[src/rtl/alu_pkg.sv]
`default_nettype none
// ============================================================================
// Package : alu_pkg
// Brief   : Opcodes, flag bit positions and FSM states for alu_regfile_core.
// Rev     : 1.0 - initial release
// ============================================================================
package alu_pkg;

    localparam logic [3:0] OP_ADD  = 4'd0;
    localparam logic [3:0] OP_SUB  = 4'd1;
    localparam logic [3:0] OP_AND  = 4'd2;
    localparam logic [3:0] OP_OR   = 4'd3;
    localparam logic [3:0] OP_XOR  = 4'd4;
    localparam logic [3:0] OP_SHL  = 4'd5;
    localparam logic [3:0] OP_SHR  = 4'd6;
    localparam logic [3:0] OP_SRA  = 4'd7;
    localparam logic [3:0] OP_SLTU = 4'd8;
    localparam logic [3:0] OP_MOV  = 4'd9;
    localparam logic [3:0] OP_MUL  = 4'd10;

    localparam int FLG_Z = 3;
    localparam int FLG_N = 2;
    localparam int FLG_C = 1;
    localparam int FLG_V = 0;

    typedef enum logic [1:0] {
        IDLE = 2'd0,
        MUL  = 2'd1,
        DONE = 2'd2
    } state_t;

endpackage
`default_nettype wire

[src/rtl/seq_multiplier.sv]
`default_nettype none
// ============================================================================
// Module : seq_multiplier
// Brief  : Unsigned shift-add multiplier, WIDTH steps, 2*WIDTH-bit product.
// Rev    : 1.0 - initial release
// ============================================================================
module seq_multiplier #(
    parameter int WIDTH = 8
) (
    input  logic               clk,
    input  logic               rst_n,
    input  logic               start,
    input  logic [WIDTH-1:0]   a,
    input  logic [WIDTH-1:0]   b,
    output logic               last,
    output logic               done,
    output logic [2*WIDTH-1:0] product
);

    localparam int CW = $clog2(WIDTH);

    logic [2*WIDTH-1:0] r_acc;
    logic [2*WIDTH-1:0] r_mcand;
    logic [WIDTH-1:0]   r_mplier;
    logic [CW-1:0]      r_cnt;
    logic               r_busy;
    logic               r_done;

    // Step 0 is folded into the start edge so the product is final after
    // WIDTH-1 further edges; 'last' flags the cycle of the final step.
    assign last    = r_busy && (r_cnt == CW'(WIDTH - 1));
    assign done    = r_done;
    assign product = r_acc;

    always_ff @(posedge clk or negedge rst_n) begin
        if (!rst_n) begin
            r_acc    <= '0;
            r_mcand  <= '0;
            r_mplier <= '0;
            r_cnt    <= '0;
            r_busy   <= 1'b0;
            r_done   <= 1'b0;
        end else if (start) begin
            r_acc    <= b[0] ? {{WIDTH{1'b0}}, a} : '0;
            r_mcand  <= {{WIDTH{1'b0}}, a} << 1;
            r_mplier <= b >> 1;
            r_cnt    <= CW'(1);
            r_busy   <= 1'b1;
            r_done   <= 1'b0;
        end else if (r_busy) begin
            if (r_mplier[0]) begin
                r_acc <= r_acc + r_mcand;
            end
            r_mcand  <= r_mcand << 1;
            r_mplier <= r_mplier >> 1;
            r_cnt    <= r_cnt + 1'b1;
            if (last) begin
                r_busy <= 1'b0;
                r_done <= 1'b1;
            end
        end
    end

endmodule
`default_nettype wire

[src/rtl/alu_regfile_core.sv]
`default_nettype none
// ============================================================================
// Module : alu_regfile_core
// Brief  : ALU with register file, valid/ready streams and sequential multiply.
// Rev    : 1.0 - initial release
// ============================================================================
module alu_regfile_core
    import alu_pkg::*;
#(
    parameter  int WIDTH = 8,
    parameter  int NREGS = 8,
    localparam int RW    = $clog2(NREGS),
    localparam int SW    = $clog2(WIDTH)
) (
    input  logic             clk,
    input  logic             rst_n,
    input  logic             in_valid,
    output logic             in_ready,
    input  logic [3:0]       in_op,
    input  logic [RW-1:0]    in_rd,
    input  logic [RW-1:0]    in_rs1,
    input  logic [RW-1:0]    in_rs2,
    input  logic [WIDTH-1:0] in_imm,
    input  logic             in_use_imm,
    output logic             out_valid,
    input  logic             out_ready,
    output logic [WIDTH-1:0] out_result,
    output logic [3:0]       out_flags,
    output logic [RW-1:0]    out_rd,
    output logic             out_err,
    output logic             busy
);

    state_t             r_state;
    logic [WIDTH-1:0]   r_regs [NREGS];
    logic [RW-1:0]      r_mul_rd;
    logic               r_busy;
    logic               r_out_valid;
    logic [WIDTH-1:0]   r_out_result;
    logic [3:0]         r_out_flags;
    logic [RW-1:0]      r_out_rd;
    logic               r_out_err;

    logic [WIDTH-1:0]   w_a;
    logic [WIDTH-1:0]   w_b;
    logic [SW-1:0]      w_shamt;
    logic [WIDTH:0]     w_sum;
    logic [WIDTH:0]     w_diff;
    logic [WIDTH-1:0]   w_res;
    logic               w_c;
    logic               w_v;
    logic               w_err;
    logic [3:0]         w_flags;
    logic               w_accept;
    logic               w_single;
    logic               w_mul_start;
    logic               w_mul_last;
    logic               w_mul_done;
    logic [2*WIDTH-1:0] w_prod;
    logic               w_mul_wb;
    logic [3:0]         w_mul_flags;
    logic               w_we;
    logic [RW-1:0]      w_wa;
    logic [WIDTH-1:0]   w_wd;

    assign in_ready   = (r_state == IDLE) && (!r_out_valid || out_ready);
    assign out_valid  = r_out_valid;
    assign out_result = r_out_result;
    assign out_flags  = r_out_flags;
    assign out_rd     = r_out_rd;
    assign out_err    = r_out_err;
    assign busy       = r_busy;

    assign w_a     = r_regs[in_rs1];
    assign w_b     = in_use_imm ? in_imm : r_regs[in_rs2];
    assign w_shamt = w_b[SW-1:0];
    assign w_sum   = {1'b0, w_a} + {1'b0, w_b};
    assign w_diff  = {1'b0, w_a} - {1'b0, w_b};

    assign w_accept    = in_valid && in_ready;
    assign w_mul_start = w_accept && (in_op == OP_MUL);
    assign w_single    = w_accept && (in_op != OP_MUL);
    assign w_mul_wb    = (r_state == DONE) && w_mul_done && (!r_out_valid || out_ready);

    always_comb begin
        w_res = '0;
        w_c   = 1'b0;
        w_v   = 1'b0;
        w_err = 1'b0;
        case (in_op)
            OP_ADD: begin
                w_res = w_sum[WIDTH-1:0];
                w_c   = w_sum[WIDTH];
                w_v   = (w_a[WIDTH-1] == w_b[WIDTH-1]) && (w_sum[WIDTH-1] != w_a[WIDTH-1]);
            end
            OP_SUB: begin
                // The extra MSB of the difference is the unsigned borrow.
                w_res = w_diff[WIDTH-1:0];
                w_c   = w_diff[WIDTH];
                w_v   = (w_a[WIDTH-1] != w_b[WIDTH-1]) && (w_diff[WIDTH-1] != w_a[WIDTH-1]);
            end
            OP_AND:  w_res = w_a & w_b;
            OP_OR:   w_res = w_a | w_b;
            OP_XOR:  w_res = w_a ^ w_b;
            OP_SHL:  w_res = w_a << w_shamt;
            OP_SHR:  w_res = w_a >> w_shamt;
            OP_SRA:  w_res = $unsigned($signed(w_a) >>> w_shamt);
            OP_SLTU: w_res = {{(WIDTH-1){1'b0}}, (w_a < w_b)};
            OP_MOV:  w_res = w_b;
            OP_MUL:  w_res = '0;
            default: w_err = 1'b1;
        endcase
    end

    always_comb begin
        w_flags = '0;
        if (!w_err) begin
            w_flags[FLG_Z] = (w_res == '0);
            w_flags[FLG_N] = w_res[WIDTH-1];
            w_flags[FLG_C] = w_c;
            w_flags[FLG_V] = w_v;
        end
    end

    always_comb begin
        w_mul_flags        = '0;
        w_mul_flags[FLG_Z] = (w_prod[WIDTH-1:0] == '0);
        w_mul_flags[FLG_N] = w_prod[WIDTH-1];
        w_mul_flags[FLG_C] = |w_prod[2*WIDTH-1:WIDTH];
    end

    seq_multiplier #(
        .WIDTH (WIDTH)
    ) u_mul (
        .clk     (clk),
        .rst_n   (rst_n),
        .start   (w_mul_start),
        .a       (w_a),
        .b       (w_b),
        .last    (w_mul_last),
        .done    (w_mul_done),
        .product (w_prod)
    );

    assign w_we = (w_single && !w_err) || w_mul_wb;
    assign w_wa = w_mul_wb ? r_mul_rd : in_rd;
    assign w_wd = w_mul_wb ? w_prod[WIDTH-1:0] : w_res;

    always_ff @(posedge clk or negedge rst_n) begin
        if (!rst_n) begin
            for (int i = 0; i < NREGS; i++) begin
                r_regs[i] <= '0;
            end
        end else if (w_we) begin
            r_regs[w_wa] <= w_wd;
        end
    end

    always_ff @(posedge clk or negedge rst_n) begin
        if (!rst_n) begin
            r_state      <= IDLE;
            r_busy       <= 1'b0;
            r_mul_rd     <= '0;
            r_out_valid  <= 1'b0;
            r_out_result <= '0;
            r_out_flags  <= '0;
            r_out_rd     <= '0;
            r_out_err    <= 1'b0;
        end else begin
            case (r_state)
                IDLE: begin
                    if (w_mul_start) begin
                        r_state  <= MUL;
                        r_busy   <= 1'b1;
                        r_mul_rd <= in_rd;
                    end
                end
                MUL: begin
                    if (w_mul_last) begin
                        r_state <= DONE;
                    end
                end
                DONE: begin
                    if (w_mul_wb) begin
                        r_state <= IDLE;
                        r_busy  <= 1'b0;
                    end
                end
                default: begin
                    r_state <= IDLE;
                    r_busy  <= 1'b0;
                end
            endcase

            // Loads only happen when the output slot is free or retiring,
            // so a simultaneous handshake keeps out_valid high.
            if (w_single) begin
                r_out_valid  <= 1'b1;
                r_out_result <= w_res;
                r_out_flags  <= w_flags;
                r_out_rd     <= in_rd;
                r_out_err    <= w_err;
            end else if (w_mul_wb) begin
                r_out_valid  <= 1'b1;
                r_out_result <= w_prod[WIDTH-1:0];
                r_out_flags  <= w_mul_flags;
                r_out_rd     <= r_mul_rd;
                r_out_err    <= 1'b0;
            end else if (out_ready) begin
                r_out_valid  <= 1'b0;
            end
        end
    end

endmodule
`default_nettype wire

[config.mk]
export PLATFORM = sky130hd
export DESIGN_NAME = alu_regfile_core
export DESIGN_NICKNAME = d
export VERILOG_FILES = /design/src/rtl/alu_pkg.sv /design/src/rtl/seq_multiplier.sv /design/src/rtl/alu_regfile_core.sv
export SDC_FILE = /design/constraint.sdc
export NUM_CORES = 1
export LEC_CHECK = 0
export ABC_AREA = 1
export CORE_UTILIZATION = 50
export DETAILED_ROUTE_END_ITERATION = 8
export PLACE_DENSITY = 0.68
export REMOVE_ABC_BUFFERS = 1
export SYNTH_ARGS = -nofsm -noshare
export SYNTH_HDL_FRONTEND = slang
export SYNTH_SLANG_ARGS = --single-unit
[constraint.sdc]
create_clock -name clk -period 4.5 [get_ports clk]
set_input_delay 1.125 -clock clk [delete_from_list [all_inputs] [get_ports clk]]
set_output_delay 1.125 -clock clk [all_outputs]
set_load 0.02 [all_outputs]
Word-level counts from Yosys, hierarchy flattened

Cells that the tools add are included.

Register bits after elaboration: 132
Bits of input ports: 26
Output and inout bits: 19
Logic and storage cells: 142

$add $sub $neg: 4
$lt $le $gt $ge: 5
Equal/unequal tests: 21
Shifts and indexed selects: 3
Muxes and demuxes: 50
Bitwise logic cells: 7
Reductions and logical operators: 30

Operator list:

| kind               | number |
|---|---|
| $mux 8             | 12 |
| $mux 16            | 5 |
| $pmux 8 s10        | 1 |
| $bwmux 64          | 1 |
| $bmux 8 s3         | 2 |
| $demux 8 s3        | 1 |
| $add 16x16->16     | 1 |
| $eq 4x3->1 const B | 4 |
| $logic_not 8->1    | 2 |
| $mux 3             | 5 |
| $mux 1             | 13 |
| $eq 4x4->1 const B | 3 |
| $ge 4x4->1 const B | 3 |
| $mux 4             | 3 |
| $not 3->4          | 3 |
| $logic_and 1x1->1  | 11 |
| $reduce_or 11->1   | 1 |
| $add 8x8->9        | 1 |
| $sub 8x8->9        | 1 |
| $and 8x8->8        | 1 |
| $eq 4x2->1 const B | 2 |
| $lt 8x8->1         | 1 |
| $or 8x8->8         | 1 |
| $reduce_bool 2->1  | 4 |
| other kinds (28)   | 38 |

Depth between registers and ports, before layout

Gate-level depths: netlist of the first run.

Word-level depth: 11
Depth in mapped cells: 26
Gate-level depth less buffers: 23

Hierarchy

Synthesis of the first run repeated with hierarchy kept, for this count alone.

Cells, all modules: 1,370
Area, all modules: 9,561.7 sq um

Modules (own cells, without submodules):

| module           | instances | cells an instance | area each (sq um) | sequential area each (sq um) |
|---|---|---|---|---|
| alu_regfile_core | 1         | 1,011             | 6,866.6           | 2,177.1 |
| seq_multiplier   | 1         | 359               | 2,695.1           | 1,076.0 |

Worst setup path after synthesis of the first run

Ideal clock, no wire load.

Kind: input to register
From: input port in_rs2[0]
To: register r_out_flags[3], in the netlist out_flags[3]
Setup time: 0.073 ns
Arrival time: 3.656 ns
Required time: 4.427 ns
Setup slack: 0.771 ns
Stages: 25
Path buffers: 4
Cell sequence: buf_6 buf_6 buf_6 a21oi_1 o21ai_0 nand3_1 nand3_1 nand2_2 inv_2 ha_1 clkbuf_1 inv_1 nand2_1 nand2_1 nand2_1 nand3_1 o21ai_0 nand4_1 nor2_1 nand2_2 nor2_4 nand2_1 nor2_1 nand3_1 a21oi_2

Word-level cells in the longest chain between the ends: 10
Elaborated cells on any way between the ends: 18
Classes of those cells: add/sub: 2; order compare: 1; shift: 3; mux: 7; bitwise: 4; reduce/logical: 1

Ends and longest elaborated chain:

| what                                         | RTL line                | source |
|---|---|---|
| start, declared                              | alu_regfile_core.sv:22  | `input logic [RW-1:0] in_rs2,` |
| $not 3->4 (implied by the code) *            | alu_regfile_core.sv:75  | `assign w_b = in_use_imm ? in_imm : r_regs[in_rs2];` |
| $bmux 8 s3 *                                 | alu_regfile_core.sv:75  |  |
| $mux 8 (implied by the code) * (2 in series) | alu_regfile_core.sv:75  |  |
| $mux 8 *                                     | alu_regfile_core.sv:75  |  |
| $sub 8x8->9, or another cell as far along    | alu_regfile_core.sv:78  | `assign w_diff = {1'b0, w_a} - {1'b0, w_b};` |
| $pmux 8 s10 *                                | alu_regfile_core.sv:90  | `case (in_op)` |
| $logic_not 8->1 *                            | alu_regfile_core.sv:118 | `w_flags[FLG_Z] = (w_res == '0);` |
| $mux 4 *                                     | alu_regfile_core.sv:117 | `if (!w_err) begin` |
| $mux 4 *                                     | alu_regfile_core.sv:197 | `if (w_single) begin` |
| end signal, assigned                         | alu_regfile_core.sv:200 | `r_out_flags <= w_flags;` |
| end signal, assigned                         | alu_regfile_core.sv:206 | `r_out_flags <= w_mul_flags;` |
| end, declared                                | alu_regfile_core.sv:40  | `logic [3:0] r_out_flags;` |

Mark *: on every way between the ends. The rest lies on a longest branch, timed or not. The select of a mux whose other input is x is not followed.
A chain may end at the register's enable or synchronous reset.

Final worst setup path of the first run

From: input port in_rs2[0]
To: register r_regs[55] in the netlist's numbering

Word-level cells in the longest chain between the ends: 9
Elaborated cells on any way between the ends: 16
Classes of those cells: add/sub: 2; shift: 3; mux: 7; bitwise: 4

Ends and longest elaborated chain:

| what                                         | RTL line                | source |
|---|---|---|
| $not 3->4 (implied by the code) *            | alu_regfile_core.sv:75  |  |
| $bmux 8 s3 *                                 | alu_regfile_core.sv:75  |  |
| $mux 8 (implied by the code) * (2 in series) | alu_regfile_core.sv:75  |  |
| $mux 8 *                                     | alu_regfile_core.sv:75  |  |
| $sub 8x8->9, or another cell as far along    | alu_regfile_core.sv:78  |  |
| $pmux 8 s10 *                                | alu_regfile_core.sv:90  |  |
| $mux 8 *                                     | alu_regfile_core.sv:147 | `assign w_wd = w_mul_wb ? w_prod[WIDTH-1:0] : w_res;` |
| $bwmux 64 *                                  | alu_regfile_core.sv:155 | `r_regs[w_wa] <= w_wd;` |
| end signal, assigned by index                | alu_regfile_core.sv:155 |  |
| end, declared                                | alu_regfile_core.sv:35  | `logic [WIDTH-1:0] r_regs [NREGS];` |

Marks and branches as above.

==> metrics, run 1 <==
Worst-Skew Late Latency=0.43 ns; die area=0.0189 sq mm; combinational family with the most area after synthesis=simple AND/OR/NAND/NOR gates; mux cell area share after synthesis=0%; Crit Path Category=in2reg; IO Count=45; TNS Setup=0 ns; complex-gate fraction of the synthesized area=16.9%; Final HPWL DP=22100 um; Antenna Violating Nets Remaining=0; Flop pwr share=31.7%; DR pass1 iterations=5; switching portion of total power=42.9%; Final #Nets=1524; reg-to-reg slack, setup=1.17 ns; core area=0.0180 sq mm; Sink Count=130; CTS buffer count=17; crit path max fanout=8; Worst Hold Class=reg2reg; H-tree depth=4; adder-cell share of the synthesized area=6.23%; Worst path depth=20; Seq cells post-synth=130; clock buffer depth=2; Synth-to-Final Area Change=20.4%; syn_area_per_cell=6.92 sq um; combinational power share=47.0%; dpl cell area=0.0105 sq mm; cell total after placement=1664; worst-margin pin slew=1.22 ns; largest net degree at the start of global routing=98; Finished Layout Cells=1695; top-area cell type share of the netlist area=35.4%; Total Power=6.51 mW; Worst setup SP type=primary input; fraction of registers with async set/reset=100%; RSZ-0062 raised after global routing=yes; initial antenna violation count=0; Final GP Congestion=0.998; CTS tree=yes; share of layout cells above drive strength 1=13.2%; R2R cell count=19; Die H=138 um; I/O Buffers=44; hold buffers post-CTS=0; Core Rows=49; Final Slew Violations=0; Worst Skew=0.0121 ns; # DRC=0; most used flip-flop cell after synthesis=dfrtp_1; f_max=0.233 GHz; CTS resizes=0; via count=9510; Slew HR=18.4%; crit path DAT=4.55 ns; vias in the first global route=8939; max cap viols=0; Worst path top cell family by delay=buffers and inverters; gate count of the mapped netlist=1330; most used cell, CP=inv_1; drt first-iter violations=834; setup bufs post-CTS=0; Vias per Instance=5.61; EDFF count, synth=0; Starting Density=51.0%; Synth warnings=0; gr usage total=32.8%; largest cells by area after synthesis=dfrtp_1 (35%), nand2_1 (16%), nand3_1 (6.7%), o21ai_0 (6.1%), inv_1 (5.8%); Switching Power=2.79 mW; dominant cell type by area after synthesis=dfrtp_1; root buffer cell=clkbuf_16; fin crit period=4.28 ns; Hold Path Cell Cnt=2; routed wire length=29300 um; Mapped Area=0.00920 sq mm; Worst path slowest cell=clkdlybuf4s50_1; outcome=finished clean; register area share after synthesis=35.4%; final design utilization=61.5%; Leak=5.53 nW; Final Hold Viols=0; Critical Path RT=4.76 ns; clock network power share=21.3%; internal power=3.72 mW; routed length per placed instance=17.3 um; chip width=138 um; fin crit share=95.2%; post-synthesis cell type count=55; PD cells=587 mW/mm^2; diode count=0; Max VDD drop=0.348 mV; # setup viols final=0; first-pass GRT wire length=46700 um; final instance area=0.0111 sq mm; xor/xnor share of the synthesized area=0.571%; Cell Chain, Critical Path=clkdlybuf4s50_1 > inv_2 > buf_4 > o21ai_0 > nand3_1 > nand3_1 > nand2_1 > inv_1 > ha_1 > inv_1 > a31oi_1 > nand2_1 > inv_1 > nand2_1 > nand3_1 > nand4_1 > nor2_1 > inv_1 > a22oi_4 > a21oi_1; CP Capture Type=register; grt total ovfl=0; Buf+Inv Stages, Crit Path=7; simple-gate share of the synthesized area=31.3%; clock slew at reported path FFs=0.06 ns; Largest stage delay, worst path=0.52 ns
-- worst register-to-register path: stages, from the launching register on --
cell,delay [ns]
dfrtp_1,0.37
inv_1,0.08
a21oi_1,0.13
o21ai_0,0.16
nand3_1,0.12
nand3_1,0.14
nand2_1,0.12
inv_1,0.06
ha_1,0.43
inv_1,0.17
a31oi_1,0.20
nand2_1,0.10
inv_1,0.08
nand2_1,0.05
nand3_1,0.08
nand4_1,0.18
nor2_1,0.24
inv_1,0.11
a22oi_4,0.24
a21oi_1,0.10
-- registers in the layout (all words and copies together), names as in the netlist --
register / cells
busy: 1
out_err: 1
out_flags: 4
out_rd: 3
out_result: 8
out_valid: 1
r_mul_rd: 3
r_regs: 64
r_state: 2
u_mul.done: 1
u_mul.product: 16
u_mul.r_busy: 1
u_mul.r_cnt: 3
u_mul.r_mcand: 15
u_mul.r_mplier: 7
-- worst paths after layout --
check,start,to
setup / recovery,in_rs2[0],r_regs[55]
hold / removal,r_mul_rd[1],r_mul_rd[1]
setup reg to reg,r_regs[13],r_regs[55]
hold reg to reg,r_mul_rd[1],r_mul_rd[1]
max in group asynchronous,rst_n,u_mul.product[3]
min in group asynchronous,rst_n,u_mul.r_mplier[5]
-- per-stage QoR --
stage	hold slack [ns]	worst slack [ns]
after floorplan	0.442	0.448
after global placement	0.454	-0.230
after detailed placement	0.463	-0.281
after CTS	0.478	0.140
after global routing	0.502	-0.00934
final	0.478	0.215
-- logic make-up (layout without fill, tap and decap cells) --
logic type	Yosys count	after routing
buffers and inverters	204	340
adder cells (fa/ha/maj)	44	44
flip-flops	130	130
AO/OA/AOI/OAI	274	274
XOR/XNOR	6	6
AND/OR/NAND/NOR	672	672
-- power groups by stage --
| stage | logic [mW] | clock network (mW) | registers [mW] |
|---|---|---|---|
| 6_report | 3.06 | 1.38 | 2.07 |
| 5_1_grt | 3.41 | 1.45 | 2.12 |
| 4_1_cts | 3.03 | 1.40 | 2.05 |
| 3_5_place_dp | 3.00 | 0 | 2.06 |
| 3_3_place_gp | 2.95 | 0 | 2.06 |
| 2_1_floorplan | 1.81 | 0 | 2.03 |
-- Yosys cell counts (13+ instances only) --
library cell,n
nor2_1,98
ha_1,41
clkbuf_1,13
o21ai_0,112
nand2_1,399
a31oi_1,17
inv_1,142
o211ai_1,14
o21ai_1,17
nand3_1,124
dfrtp_1,130
a21oi_1,77
buf_2,21
-- per-layer routing --
| metal | vias to the layer above | GRT usage (%) | wire [um] |
|---|---|---|---|
| met2 | 369 | 50.8 | 13200 |
| met1 | 4467 | 45.1 | 13200 |
| met5 | - | 0 | 0 |
| met4 | 0 | 12.1 | 799 |
| li1 | 4620 | - | - |
| met3 | 54 | 6.33 | 2150 |
-- cell usage in the layout (no fill, tap or decap), types with 18 or more instances in the layout --
cell type,instances
nand2_1,399
inv_1,142
dfrtp_1,130
nand3_1,123
o21ai_0,111
buf_4,109
nor2_1,98
a21oi_1,77
clkdlybuf4s50_1,42
ha_1,41
o21ai_1,18
-- layout make-up --
type / count / area [sq um]
Tap cell: 229 / 287
Inverter: 153 / 579
Fill cell: 1693 / 6950
Sequential cell: 130 / 3250
Timing Repair Buffer: 156 / 1310
Clock inverter: 13 / 151
Clock buffer: 18 / 429
Multi-Input combinational cell: 996 / 5070
Power figures use the tool's default switching activity.
==> inputs of run 2 (changes only) <==
--- a/config.mk
+++ b/config.mk
@@ -6,9 +6,8 @@
 export NUM_CORES = 1
 export LEC_CHECK = 0
 export ABC_AREA = 1
-export CORE_UTILIZATION = 50
+export CORE_UTILIZATION = 30
 export DETAILED_ROUTE_END_ITERATION = 8
-export PLACE_DENSITY = 0.68
 export REMOVE_ABC_BUFFERS = 1
 export SYNTH_ARGS = -nofsm -noshare
 export SYNTH_HDL_FRONTEND = slang
==> constraint.sdc (replaced) <==
create_clock -name clk -period 5.12 [get_ports clk]
set_input_delay 1.28 -clock clk [delete_from_list [all_inputs] [get_ports clk]]
set_output_delay 1.28 -clock clk [all_outputs]
set_load 0.02 [all_outputs]
==> run 2 against run 1 <==
Compared with the run above: clock-buffer cell count is 4 higher; setup slack better by 0.21 ns; first-iteration DRC count up 13%; combinational power shrank 18%; sequential share of layout area grew 0.87 points; largest cell class unchanged; clock power down 16%; clock skew is 0.0026 ns lower; routed wire length increased by 5.7%; cell area down 2.9%; critical path depth up 1; die area increased by 66%; highest routed layer unchanged; core utilization decreased by 25 points.
==> metrics, run 2 (synthesis results as in run 1) <==
outcome=finished clean; Filler cells=3129; most common cell after layout, fill and taps aside=nand2_1; fin crit period=4.69 ns; Worst path top cell family by delay=simple AND/OR/NAND/NOR gates; gr usage total=20.4%; diode count=0; CP Capture Type=register; Leak=5.22 nW; Setup WS pre-CTS=0.108 ns; routed length per placed instance=17.3 um; worst-margin pin slew=1.21 ns; Flop pwr share=33.1%; internal power=3.09 mW; Final Hold Viols=0; Die H=177 um; clock buffer depth=2; CTS resizes=0; crit path DAT=5.05 ns; Sink Count=130; H-tree depth=4; CTS buffer count=17; vias in the first global route=8814; crit path max fanout=20; clock slew at reported path FFs=0.06 ns; Core Rows=63; Worst setup SP type=primary input; Worst Skew=0.00949 ns; IO Count=45; max reg flops=64; routed wire length=31000 um; grt total ovfl=0; final instance area=0.0108 sq mm; Reg area=0.00325 sq mm; hold slack=0.470 ns; core area=0.0299 sq mm; # setup viols final=0; TNS Setup=0 ns; Antenna Violating Nets Remaining=0; area of the multi-input gates=0.00506 sq mm; Max VDD drop=0.289 mV; setup bufs post-CTS=0; final worst slack=0.428 ns; Slew HR=18.8%; root buffer cell=clkbuf_16; # DRC=0; max cap viols=0; Final Slew Violations=0; Final GP Congestion=1.00; die area=0.0314 sq mm; switching portion of total power=43.6%; Cell Chain, Critical Path=clkdlybuf4s50_1 > buf_4 > a21oi_1 > o21ai_0 > nand3_1 > nand3_1 > o21ai_1 > inv_2 > ha_1 > inv_1 > o21bai_1 > nand2_1 > nand3_1 > a21oi_1 > o21ai_0 > nand4_1 > nor2_1 > inv_1 > nor2_1 > nand3_1 > a21oi_2; Starting Density=30.8%; Critical Path RT=5.48 ns; Buf+Inv Stages, Crit Path=5; I/O Buffers=44; Synth-to-Final Area Change=17.0%; hold buffers post-CTS=0; dpl cell area=0.0102 sq mm; Worst Hold Class=reg2reg; Worst path slowest cell=clkdlybuf4s50_1; Worst-Skew Late Latency=0.43 ns; first-pass GRT wire length=49200 um; clock network power share=21.2%; most used cell, CP=nand3_1; chip width=177 um; drt first-iter violations=940; Reg with most FFs=r_regs; combinational power share=45.7%; f_max=0.213 GHz; PD cells=509 mW/mm^2; initial antenna violation count=0; Final #Nets=1461; Crit Path Category=in2reg; CTS tree=yes; Vias per Instance=5.13; Largest stage delay, worst path=0.50 ns; largest net degree at the start of global routing=61; Final HPWL DP=23100 um; most frequent cells in the layout=nand2_1 (399), inv_1 (142), dfrtp_1 (130); Switching Power=2.39 mW; via count=9203; DR pass1 iterations=6; share of layout cells above drive strength 1=9.19%; fin crit share=91.6%; RSZ-0062 raised after global routing=no
## run 2: changes by cell type in the layout (fill, tap and decap cells not counted), sizes merged, moves of 2 or more
cell      delta
buf         -63
clkbuf       +4
clkinv       +5
clkinvlp     -2
inv          -5
## run 2: through the flow
stage	total power, mW	utilization (%)	instances
2_1_floorplan	3.37	-	1279
3_3_place_gp	4.26	34.2	1762
3_5_place_dp	4.29	34.2	1762
4_1_cts	5.47	36.0	1794
5_1_grt	5.90	36.0	1794
6_report	5.48	36.0	1794
## run 2: cell type report
| type | instances | area share (%) |
|---|---|---|
| tap | 390 | 4.53 |
| timing repair buffer | 93 | 7.64 |
| clock buffer | 22 | 4.41 |
| clock inverter | 10 | 0.779 |
| multi-input combinational | 996 | 47.0 |
| inverter | 153 | 5.38 |
| sequential | 130 | 30.2 |
## run 2: path summary, 6_finish.rpt
check,slack (ns),start,cells past startpoint,to
min reg2reg,0.47,r_mul_rd[0],2,r_mul_rd[0]
min,0.47,r_mul_rd[0],2,r_mul_rd[0]
min in group asynchronous,0.84,rst_n,1,r_regs[41]
max,0.43,in_rs2[0],21,out_flags[3]
max in group asynchronous,3.34,rst_n,2,out_flags[0]
max reg2reg,1.67,r_regs[20],20,out_flags[3]
## run 2: metal layers
layer / routed length, um / track usage (%)
met1: 14200 / 27.6
met2: 13800 / 31.9
met3: 1880 / 3.01
met4: 1140 / 9.23
met5: 0 / 0
## run 2: worst register-to-register path: stages (launching register included)
cell and delay, ns:
dfrtp_1 0.35, inv_1 0.06, a21oi_1 0.12, o21ai_0 0.10, nand3_1 0.08, nand3_1 0.09
o21ai_1 0.19, inv_2 0.08, ha_1 0.47, inv_1 0.10, o21bai_1 0.26, nand2_1 0.09
nand3_1 0.18, a21oi_1 0.08, o21ai_0 0.10, nand4_1 0.21, nor2_1 0.22, inv_1 0.14
nor2_1 0.14, nand3_1 0.16, a21oi_2 0.16
## run 2: power by group through the flow
stage,clock [mW],sequential (mW),combinational [mW]
final,1.16,1.82,2.50
after global routing,1.22,1.87,2.80
after CTS,1.18,1.81,2.49
after detailed placement,0,1.82,2.47
after global placement,0,1.82,2.44
after floorplan,0,1.78,1.59
